## config.mk

```make
export PLATFORM = sky130hd
export DESIGN_NAME = fetch_decode_stage
export DESIGN_NICKNAME = d
export VERILOG_FILES = /design/src/rtl/fetch_decode_stage.sv
export SDC_FILE = /design/constraint.sdc
export NUM_CORES = 1
export LEC_CHECK = 0
export CAP_MARGIN = 20
export CORE_ASPECT_RATIO = 1.5
export CORE_UTILIZATION = 50
export CTS_CLUSTER_SIZE = 8
export DETAILED_ROUTE_END_ITERATION = 16
export PLACE_DENSITY_LB_ADDON = 0.25
export SYNTH_ARGS = -nofsm -noshare
export SYNTH_HDL_FRONTEND = slang
export SYNTH_SLANG_ARGS = --single-unit
```

## constraint.sdc

```tcl
create_clock -name clk -period 10.1 [get_ports clk]
set_clock_uncertainty 0.15 [all_clocks]
set_input_delay 2.02 -clock clk [delete_from_list [all_inputs] [get_ports clk]]
set_output_delay 2.02 -clock clk [all_outputs]
set_load 0.005 [all_outputs]
```

## src/rtl/fetch_decode_stage.sv

```systemverilog
`default_nettype none
// ============================================================================
// Module   : fetch_decode_stage
// Purpose  : PC register, IF/ID pipeline register, ID/EX flush request and
//            saturating stall/flush event counters.
// Revision : 1.0
// ============================================================================
module fetch_decode_stage #(
   parameter logic [31:0] RESET_PC  = 32'h0000_0000,
   parameter logic [31:0] NOP_INSTR = 32'h0000_0013,
   parameter int          CNT_W     = 16
) (
   input  logic             clk,
   input  logic             rst,
   input  logic             FEN,
   input  logic             DEN,
   input  logic             PCSrcE,
   input  logic [31:0]      PCTargetE,
   input  logic [31:0]      InstrF,
   output logic [31:0]      PCF,
   output logic [31:0]      InstrD,
   output logic [31:0]      PCD,
   output logic [31:0]      PCPlus4D,
   output logic             ValidD,
   output logic             FlushE,
   output logic [CNT_W-1:0] StallCount,
   output logic [CNT_W-1:0] FlushCount
);

   localparam logic [CNT_W-1:0] c_CNT_MAX = {CNT_W{1'b1}};
   localparam logic [CNT_W-1:0] c_CNT_ONE = {{(CNT_W-1){1'b0}}, 1'b1};

   logic [31:0]      r_pc_f;
   logic [31:0]      r_instr_d;
   logic [31:0]      r_pc_d;
   logic [31:0]      r_pc_plus4_d;
   logic             r_valid_d;
   logic [CNT_W-1:0] r_stall_cnt;
   logic [CNT_W-1:0] r_flush_cnt;

   logic [31:0]      w_pc_plus4_f;
   logic [31:0]      w_pc_target_aligned;
   logic             w_stall_evt;

   assign w_pc_plus4_f        = r_pc_f + 32'd4;
   assign w_pc_target_aligned = {PCTargetE[31:2], 2'b00};
   // A redirect in the same cycle as a stall is counted only as a flush.
   assign w_stall_evt         = ~FEN & ~PCSrcE;

   always_ff @(posedge clk or posedge rst) begin
      if (rst) begin
         r_pc_f <= RESET_PC;
      end else if (PCSrcE) begin
         r_pc_f <= w_pc_target_aligned;
      end else if (FEN) begin
         r_pc_f <= w_pc_plus4_f;
      end
   end

   always_ff @(posedge clk or posedge rst) begin
      if (rst) begin
         r_instr_d    <= NOP_INSTR;
         r_pc_d       <= 32'd0;
         r_pc_plus4_d <= 32'd0;
         r_valid_d    <= 1'b0;
      end else if (PCSrcE) begin
         r_instr_d    <= NOP_INSTR;
         r_pc_d       <= 32'd0;
         r_pc_plus4_d <= 32'd0;
         r_valid_d    <= 1'b0;
      end else if (DEN) begin
         r_instr_d    <= InstrF;
         r_pc_d       <= r_pc_f;
         r_pc_plus4_d <= w_pc_plus4_f;
         r_valid_d    <= 1'b1;
      end
   end

   always_ff @(posedge clk or posedge rst) begin
      if (rst) begin
         r_stall_cnt <= '0;
         r_flush_cnt <= '0;
      end else begin
         if (w_stall_evt && (r_stall_cnt != c_CNT_MAX)) begin
            r_stall_cnt <= r_stall_cnt + c_CNT_ONE;
         end
         if (PCSrcE && (r_flush_cnt != c_CNT_MAX)) begin
            r_flush_cnt <= r_flush_cnt + c_CNT_ONE;
         end
      end
   end

   assign PCF        = r_pc_f;
   assign InstrD     = r_instr_d;
   assign PCD        = r_pc_d;
   assign PCPlus4D   = r_pc_plus4_d;
   assign ValidD     = r_valid_d;
   assign FlushE     = PCSrcE | ~DEN;
   assign StallCount = r_stall_cnt;
   assign FlushCount = r_flush_cnt;

endmodule
`default_nettype wire

```

=== After elaboration in Yosys (flattened, before gate mapping) ===
Cells that the tools add are included.

* Word-level logic and storage cells: 31
* Flip-flop bits (word level): 161
* Input bits: 69

* Bitwise gates (word level): 5
* Eq/ne operators: 2
* Reductions and logical operators: 4
* Add/sub/neg operators: 3
* Multiplexer cells: 10

{| class="wikitable"
|+ Operators by type and width
! cell !! number
|-
| two-way mux 32 bit || 8
|-
| adder 16 x 1 -> 16 bit (second input constant) || 2
|-
| adder 32 x 3 -> 32 bit (second input constant) || 1
|-
| inequality test 16 bit (second input constant) || 2
|-
| nonzero test 2 bit || 2
|-
| inverter 1 bit || 3
|-
| logical AND 1 bit || 2
|-
| two-way mux 1 bit || 2
|-
| bitwise AND 1 bit || 1
|-
| OR 1 bit || 1
|}

=== Longest topological paths before layout ===
Gate-level depths: netlist of run 1.

* Word-level depth: 3
* Gate-level depth with buffers: 7
* Gate-level depth less buffers: 6

=== Worst setup path before layout of run 1 ===
No wires, ideal clock.

* Path kind: input-to-output
* Start: in PCSrcE
* End: out FlushE
* Arrival: 2.661 ns
* Cell stages on the path: 3
* Slack: 5.269 ns
* Cell sequence: clkbuf_1 clkbuf_1 nand2b_1

* Cells in the longest elaborated chain, start to end: 1

{| class="wikitable"
|+ RTL lines
! what !! RTL line !! RTL
|-
| start: declaration || 17 || <nowiki>input logic PCSrcE,</nowiki>
|-
| OR 1 bit || 98 || <nowiki>assign FlushE = PCSrcE | ~DEN;</nowiki>
|-
| end: declaration || 25 || <nowiki>output logic FlushE,</nowiki>
|}

Every way passes these cells.

=== Final worst setup path of run 1 ===
Same ends and word-level chain as after synthesis.

==> results.toml, run 1 <==
[status]
run_status = "finished, final reports clean"

[worst_hold_path]
hold_end = "ValidD$_DFFE_PP0P_"
holdPathStages = 2
hp-class = "flip-flop to flip-flop"
min-delay-start = "ValidD$_DFFE_PP0P_"

[power]
pwr-share-clk = 0.389
ir_drop_uv = 138
netSwitchingPower_uw = 462
cellLeakagePower_uw = 0.00437
combPwrFrac = 0.175
total_power_uw = 1760
power_density_mw_per_mm2 = 170
internal-power_uw = 1290
seqPwrFrac = 0.436
p_sw_frac = 0.263

[final_layout]
utilization = 0.714
multi_input_area_mm2 = 0.00321
fillCellCount = 1070
stdcell_area_mm2 = 0.0103
ff_latch_area_mm2 = 0.00391
drive_gt1_frac = 0.0599
nets = 977
mostFrequentLayoutCells = "clkdlybuf4s50_1, dfrtp_1, nor2_1, mux2i_1, nand2_1"
areaGrowthSynthToFinish_pct = 39.9
final_common_cell = "clkdlybuf4s50_1"

[critical_path]
slowest_delay_ps = 530
crit_path_end_kind = "output pin"
worst-path-buf-inv = 2
reg2reg_depth = 6
crit_required_ps = 7930
crit_path_max_fanout = 73
worstReg2RegEnd = "PCF[30]$_DFFE_PP0N_"
start_kind = "input port"
crit_type = "input port to output pin"
crit_slowest_cell = "buf_4"
crit_chain = "buf_4 > nand2b_1 > clkdlybuf4s50_1"
critPathArrivalTime_ps = 3280
r2r-start = "PCF[2]$_DFFE_PP0N_"
path_delay_family = "buffers and inverters"
r2r_slack_ps = 7340

[clock_tree]
clock_path_buffers = 2
cts_resized = 0
root_buffer = "clkbuf_16"
clkTransAtPathRegs_ps = 60
cts.sink_count = 156
cts_setup_buffers = 0
htree_levels = 4
cts_buffers = 17
postCtsHoldBufs = 0
cts_tree = "done"
clk-insertion-delay-late_ps = 410

[sta]
setup_viol = 0
hold_viol_final = 0
layout_min_cycle_time_ps = 5450
finalCritPeriodShare = 0.540
worst_pin_slew_ps = 1030
rsz0062_at_grt = "false"
slew_viol_final = 0
setup-tns-final_ps = 0
slew_headroom = 0.314
fmax_ghz = 0.183

[synthesis]
yosysWarnings = 0
async_flop_share = 1.00
postSynthAreaPerCell_um2 = 10.4
synth_edf_count = 0
ys_ff_latch = 156
synth_cells = 712
netlist-cell-type-count = 45
syn_area_mm2 = 0.00738
ys_seq_area_frac = 0.529
synthFlopType = "dfrtp_1"

[floorplan]
die_y_um = 151
coreArea_mm2 = 0.0145
start_util = 0.511
dieArea_mm2 = 0.0153
die_w_um = 101
rows = 54
io_pins = 231

[global_route]
first_global_vias = 5938
grt_pass1_wl_um = 30000
grt_util_all_layers = 0.255
antenna_found_initial = 0
gr-total-overflow = 0
grt_max_degree = 86

[drt]
via_per_inst = 5.36
routed_wirelength_um = 19200
post_drt_wl_per_cell_um = 17.3
vias = 5977
drt-pass1-iter-count = 4
drt_iter0_drc = 286
ant_nets = 0
route.detailed.drc = 0

[place]
dp_hpwl_um = 13400
gp_congestion = 0.790
dpl_cell_area_mm2 = 0.00967
io_buffers = 226

[flow_run]
maxCapViolCount = 0
flip-flops by register name (all words and copies together), names as in the netlist:
register	flops
FlushCount	16
InstrD	32
PCD	31
PCF	30
PCPlus4D	30
StallCount	16
ValidD	1
power by group through the flow:
stage / clock network, uW / logic, uW / registers (uW)
after global placement: 0 / 297 / 767
after CTS: 693 / 310 / 763
after detailed placement: 0 / 307 / 773
after floorplan: 0 / 141 / 752
after global routing: 720 / 335 / 774
final: 683 / 308 / 765
layer usage:
metal  share of wire  global-route usage  wire (um)
met4           0.013              0.0928        246
met5               0                   0          0
met3           0.060              0.0563       1160
met2            0.52               0.447      10000
met1            0.41               0.305       7810
cell usage after synthesis (2+ instances only):
library cell	count	area (um2)
a211o_1	3	26.3
a211oi_1	28	210
a21oi_1	3	15.0
a31oi_1	3	18.8
and2_1	5	31.3
and3_1	10	62.6
and4_1	5	43.8
buf_1	9	33.8
buf_2	8	40.0
buf_4	8	60.1
clkbuf_1	32	120
dfrtp_1	153	3830
dfstp_2	3	78.8
ha_1	3	37.5
inv_1	3	11.3
mux2_2	6	67.6
mux2i_1	61	611
nand2_1	51	191
nand2b_1	2	12.5
nand3_1	24	120
nand4_1	31	194
nor2_1	109	409
nor2b_1	3	18.8
nor3_1	8	40.0
nor3_2	3	30.0
nor3b_1	2	15.0
nor4_1	9	56.3
nor4_2	2	25.0
o21ai_0	30	150
or3_1	2	12.5
xnor2_1	40	350
xor2_1	40	350
stage by stage:
stage	cells	hold WS, ps	setup slack (ps)
after floorplan	713	331	3730
after global placement	1081	326	4660
after detailed placement	1081	351	4650
after CTS	1113	364	4650
after global routing	1114	396	4570
final	1115	358	4650
layout make-up:
cell class | count | area share
Multi-Input combinational cell | 496 | 0.311
Clock inverter | 12 | 0.0179
Antenna cell | 1 | 0.000242
Inverter | 3 | 0.00157
Timing Repair Buffer | 231 | 0.224
Sequential cell | 156 | 0.378
Tap cell | 196 | 0.0237
Clock buffer | 20 | 0.0433
worst reg2reg max path, delay by kind of cell, from the launching register on:
kind                       cells  cell delay (ps)
and+or+nand+nor                3             1250
DFF                            1              500
adders and majority gates      1              280
muxes                          1              260
xor gates and xnor gates       1              190
worst max-delay path by stage:
stage	end	startpoint	slack, ps	depth (start not counted)
2_1_floorplan	FlushCount[0]$_DFFE_PP0P_	rst	3730	1
5_1_grt	FlushE	PCSrcE	4570	3
3_5_place_dp	FlushE	PCSrcE	4650	3
6_report	FlushE	PCSrcE	4650	3
4_1_cts	FlushE	PCSrcE	4650	3
3_3_place_gp	FlushE	PCSrcE	4660	3
cell families after synthesis:
logic type               count (synthesis)  synth area share
flip-flops                             156             0.529
other                                    1          0.000508
adder cells (fa/ha/maj)                  3           0.00508
multiplexers                            67            0.0918
AO/OA/AOI/OAI                           73            0.0647
AND/OR/NAND/NOR                        271             0.177
XOR/XNOR                                80            0.0949
buffers and inverters                   61            0.0366
No activity file was read; power rests on OpenSTA's default activity.
==> run 2: changes to the inputs <==
--- a/config.mk
+++ b/config.mk
@@ -7,7 +7,7 @@
 export LEC_CHECK = 0
 export CAP_MARGIN = 20
 export CORE_ASPECT_RATIO = 1.5
-export CORE_UTILIZATION = 50
+export CORE_UTILIZATION = 42
 export CTS_CLUSTER_SIZE = 8
 export DETAILED_ROUTE_END_ITERATION = 16
 export PLACE_DENSITY_LB_ADDON = 0.25
==> constraint.sdc (replaced) <==
create_clock -name clk -period 4.5 [get_ports clk]
set_clock_uncertainty 0.15 [all_clocks]
set_input_delay 0.9 -clock clk [delete_from_list [all_inputs] [get_ports clk]]
set_output_delay 0.9 -clock clk [all_outputs]
set_load 0.005 [all_outputs]
==> run 2 against run 1 <==
Net effect:
- sequential share of layout area did not move
- via count down 3.2%
- flip-flop and latch count unchanged
- critical path depth is the same
- die area grew 19%
==> results.toml, run 2 (synthesis gave the netlist of run 1 again) <==
[status]
run_status = "finished, final reports clean"

[final_layout]
ff_latch_area_mm2 = 0.00391
stdcell_area_mm2 = 0.0103
largest_reg_flops = 32
antenna_cells = 0
areaGrowthSynthToFinish_pct = 39.9
final_common_cell = "clkdlybuf4s50_1"
fillCellCount = 1502
nets = 982
mostFrequentLayoutCells = "clkdlybuf4s50_1, dfrtp_1, nor2_1, mux2i_1, nand2_1"
multi_input_area_mm2 = 0.00321
drive_gt1_frac = 0.0672

[drt]
route.detailed.drc = 0
drt_iter0_drc = 348
via_per_inst = 5.09
ant_nets = 0
routed_wirelength_um = 19000
post_drt_wl_per_cell_um = 16.7
drt-pass1-iter-count = 4
vias = 5787

[clock_tree]
postCtsHoldBufs = 0
clkTransAtPathRegs_ps = 60
clk-insertion-delay-late_ps = 420
cts_resized = 0
root_buffer = "clkbuf_16"
cts_tree = "done"
cts.sink_count = 156
cts_setup_buffers = 0
htree_levels = 4
cts_buffers = 17
clock_path_buffers = 2

[power]
power_density_mw_per_mm2 = 364
ir_drop_uv = 247
cellLeakagePower_uw = 0.00437

[floorplan]
die_y_um = 164
io_pins = 231
dieArea_mm2 = 0.0181
start_util = 0.427
die_w_um = 110
coreArea_mm2 = 0.0173
rows = 59

[critical_path]
crit_path_max_fanout = 37
worstReg2RegEnd = "PCPlus4D[28]$_DFFE_PP0P_"
reg2reg_depth = 6
crit_required_ps = 3450
crit_path_end_kind = "output pin"
start_kind = "input port"
critPathArrivalTime_ps = 1750
crit_type = "input port to output pin"
r2r_slack_ps = 1860
r2r-start = "PCF[2]$_DFFE_PP0N_"

[global_route]
grt_util_all_layers = 0.213
antenna_found_initial = 0
first_global_vias = 5602
grt_max_degree = 101
grt_pass1_wl_um = 29300
gr-total-overflow = 0

[worst_hold_path]
hp-class = "flip-flop to flip-flop"
hold_end = "StallCount[12]$_DFFE_PP0P_"
min-delay-start = "StallCount[12]$_DFFE_PP0P_"
holdPathStages = 1

[flow_run]
maxCapViolCount = 0

[place]
gp_congestion = 0.788
io_buffers = 226
dp_hpwl_um = 13400
dpl_cell_area_mm2 = 0.00976

[sta]
slew_viol_final = 0
finalCritPeriodShare = 0.622
setup-tns-final_ps = 0
layout_min_cycle_time_ps = 2800
worst_pin_slew_ps = 1020
fmax_ghz = 0.357
slew_headroom = 0.323
setup_viol = 0
hold_viol_final = 0
rsz0062_at_grt = "false"
## run 2: cell count changes in the layout (fill, tap and decap cells not counted), moves of 2 or more
cell       change
buf_12         +2
inv_6          -2
bufinv_16      -3
buf_4          +3
clkinv_4       +4
clkbuf_1       -2
clkinv_2       +2
## run 2: worst max-delay path by stage
stage | start | to | slack (ps) | cells past startpoint
global placement | FEN | PCF[30]$_DFFE_PP0N_ | 1350 | 8
finish | DEN | FlushE | 1700 | 3
detailed placement | FEN | PCF[30]$_DFFE_PP0N_ | 1330 | 8
floorplan | rst | FlushCount[0]$_DFFE_PP0P_ | 1480 | 1
global route | PCF[2]$_DFFE_PP0N_ | PCPlus4D[20]$_DFFE_PP0P_ | 1560 | 6
CTS | DEN | FlushE | 1680 | 3
## run 2: routing by layer
| layer | part of all wire | track usage | up-vias |
|---|---|---|---|
| met2 | 0.52 | 0.370 | 167 |
| met1 | 0.40 | 0.247 | 2748 |
| li1 | - | - | 2853 |
| met3 | 0.069 | 0.0612 | 19 |
| met4 | 0.016 | 0.0706 | 0 |
| met5 | 0 | 0 | - |
## run 2: worst max-delay path: stages
cell and delay, ps:
buf_6 270, nand2b_1 90, clkdlybuf4s50_1 480
## run 2: area by class of cell
type / instances / area share
well taps: 213 / 0.0258
inverters: 3 / 0.00145
repair buffers: 236 / 0.229
multi-input cells: 496 / 0.311
flip-flops and latches: 156 / 0.378
clock inverters: 15 / 0.0138
clock buffers: 17 / 0.0412
## run 2: stage by stage
stage	setup slack (ps)	power, uW	utilization	hold WS [ps]	instances
after floorplan	1480	2000	-	331	713
after CTS	1680	3820	0.598	346	1136
final	1700	3760	0.598	339	1136
after detailed placement	1330	2420	0.565	334	1104
after global routing	1560	3940	0.598	361	1136
after global placement	1350	2410	0.565	327	1104
## run 2: power by group
part,total [uW],switching (uW),leakage [uW],internal (uW)
combinational,683,268,0.00208,414
sequential,1710,173,0.00202,1540
clock,1370,599,0.000268,770
total,3760,1040,0.00437,2720
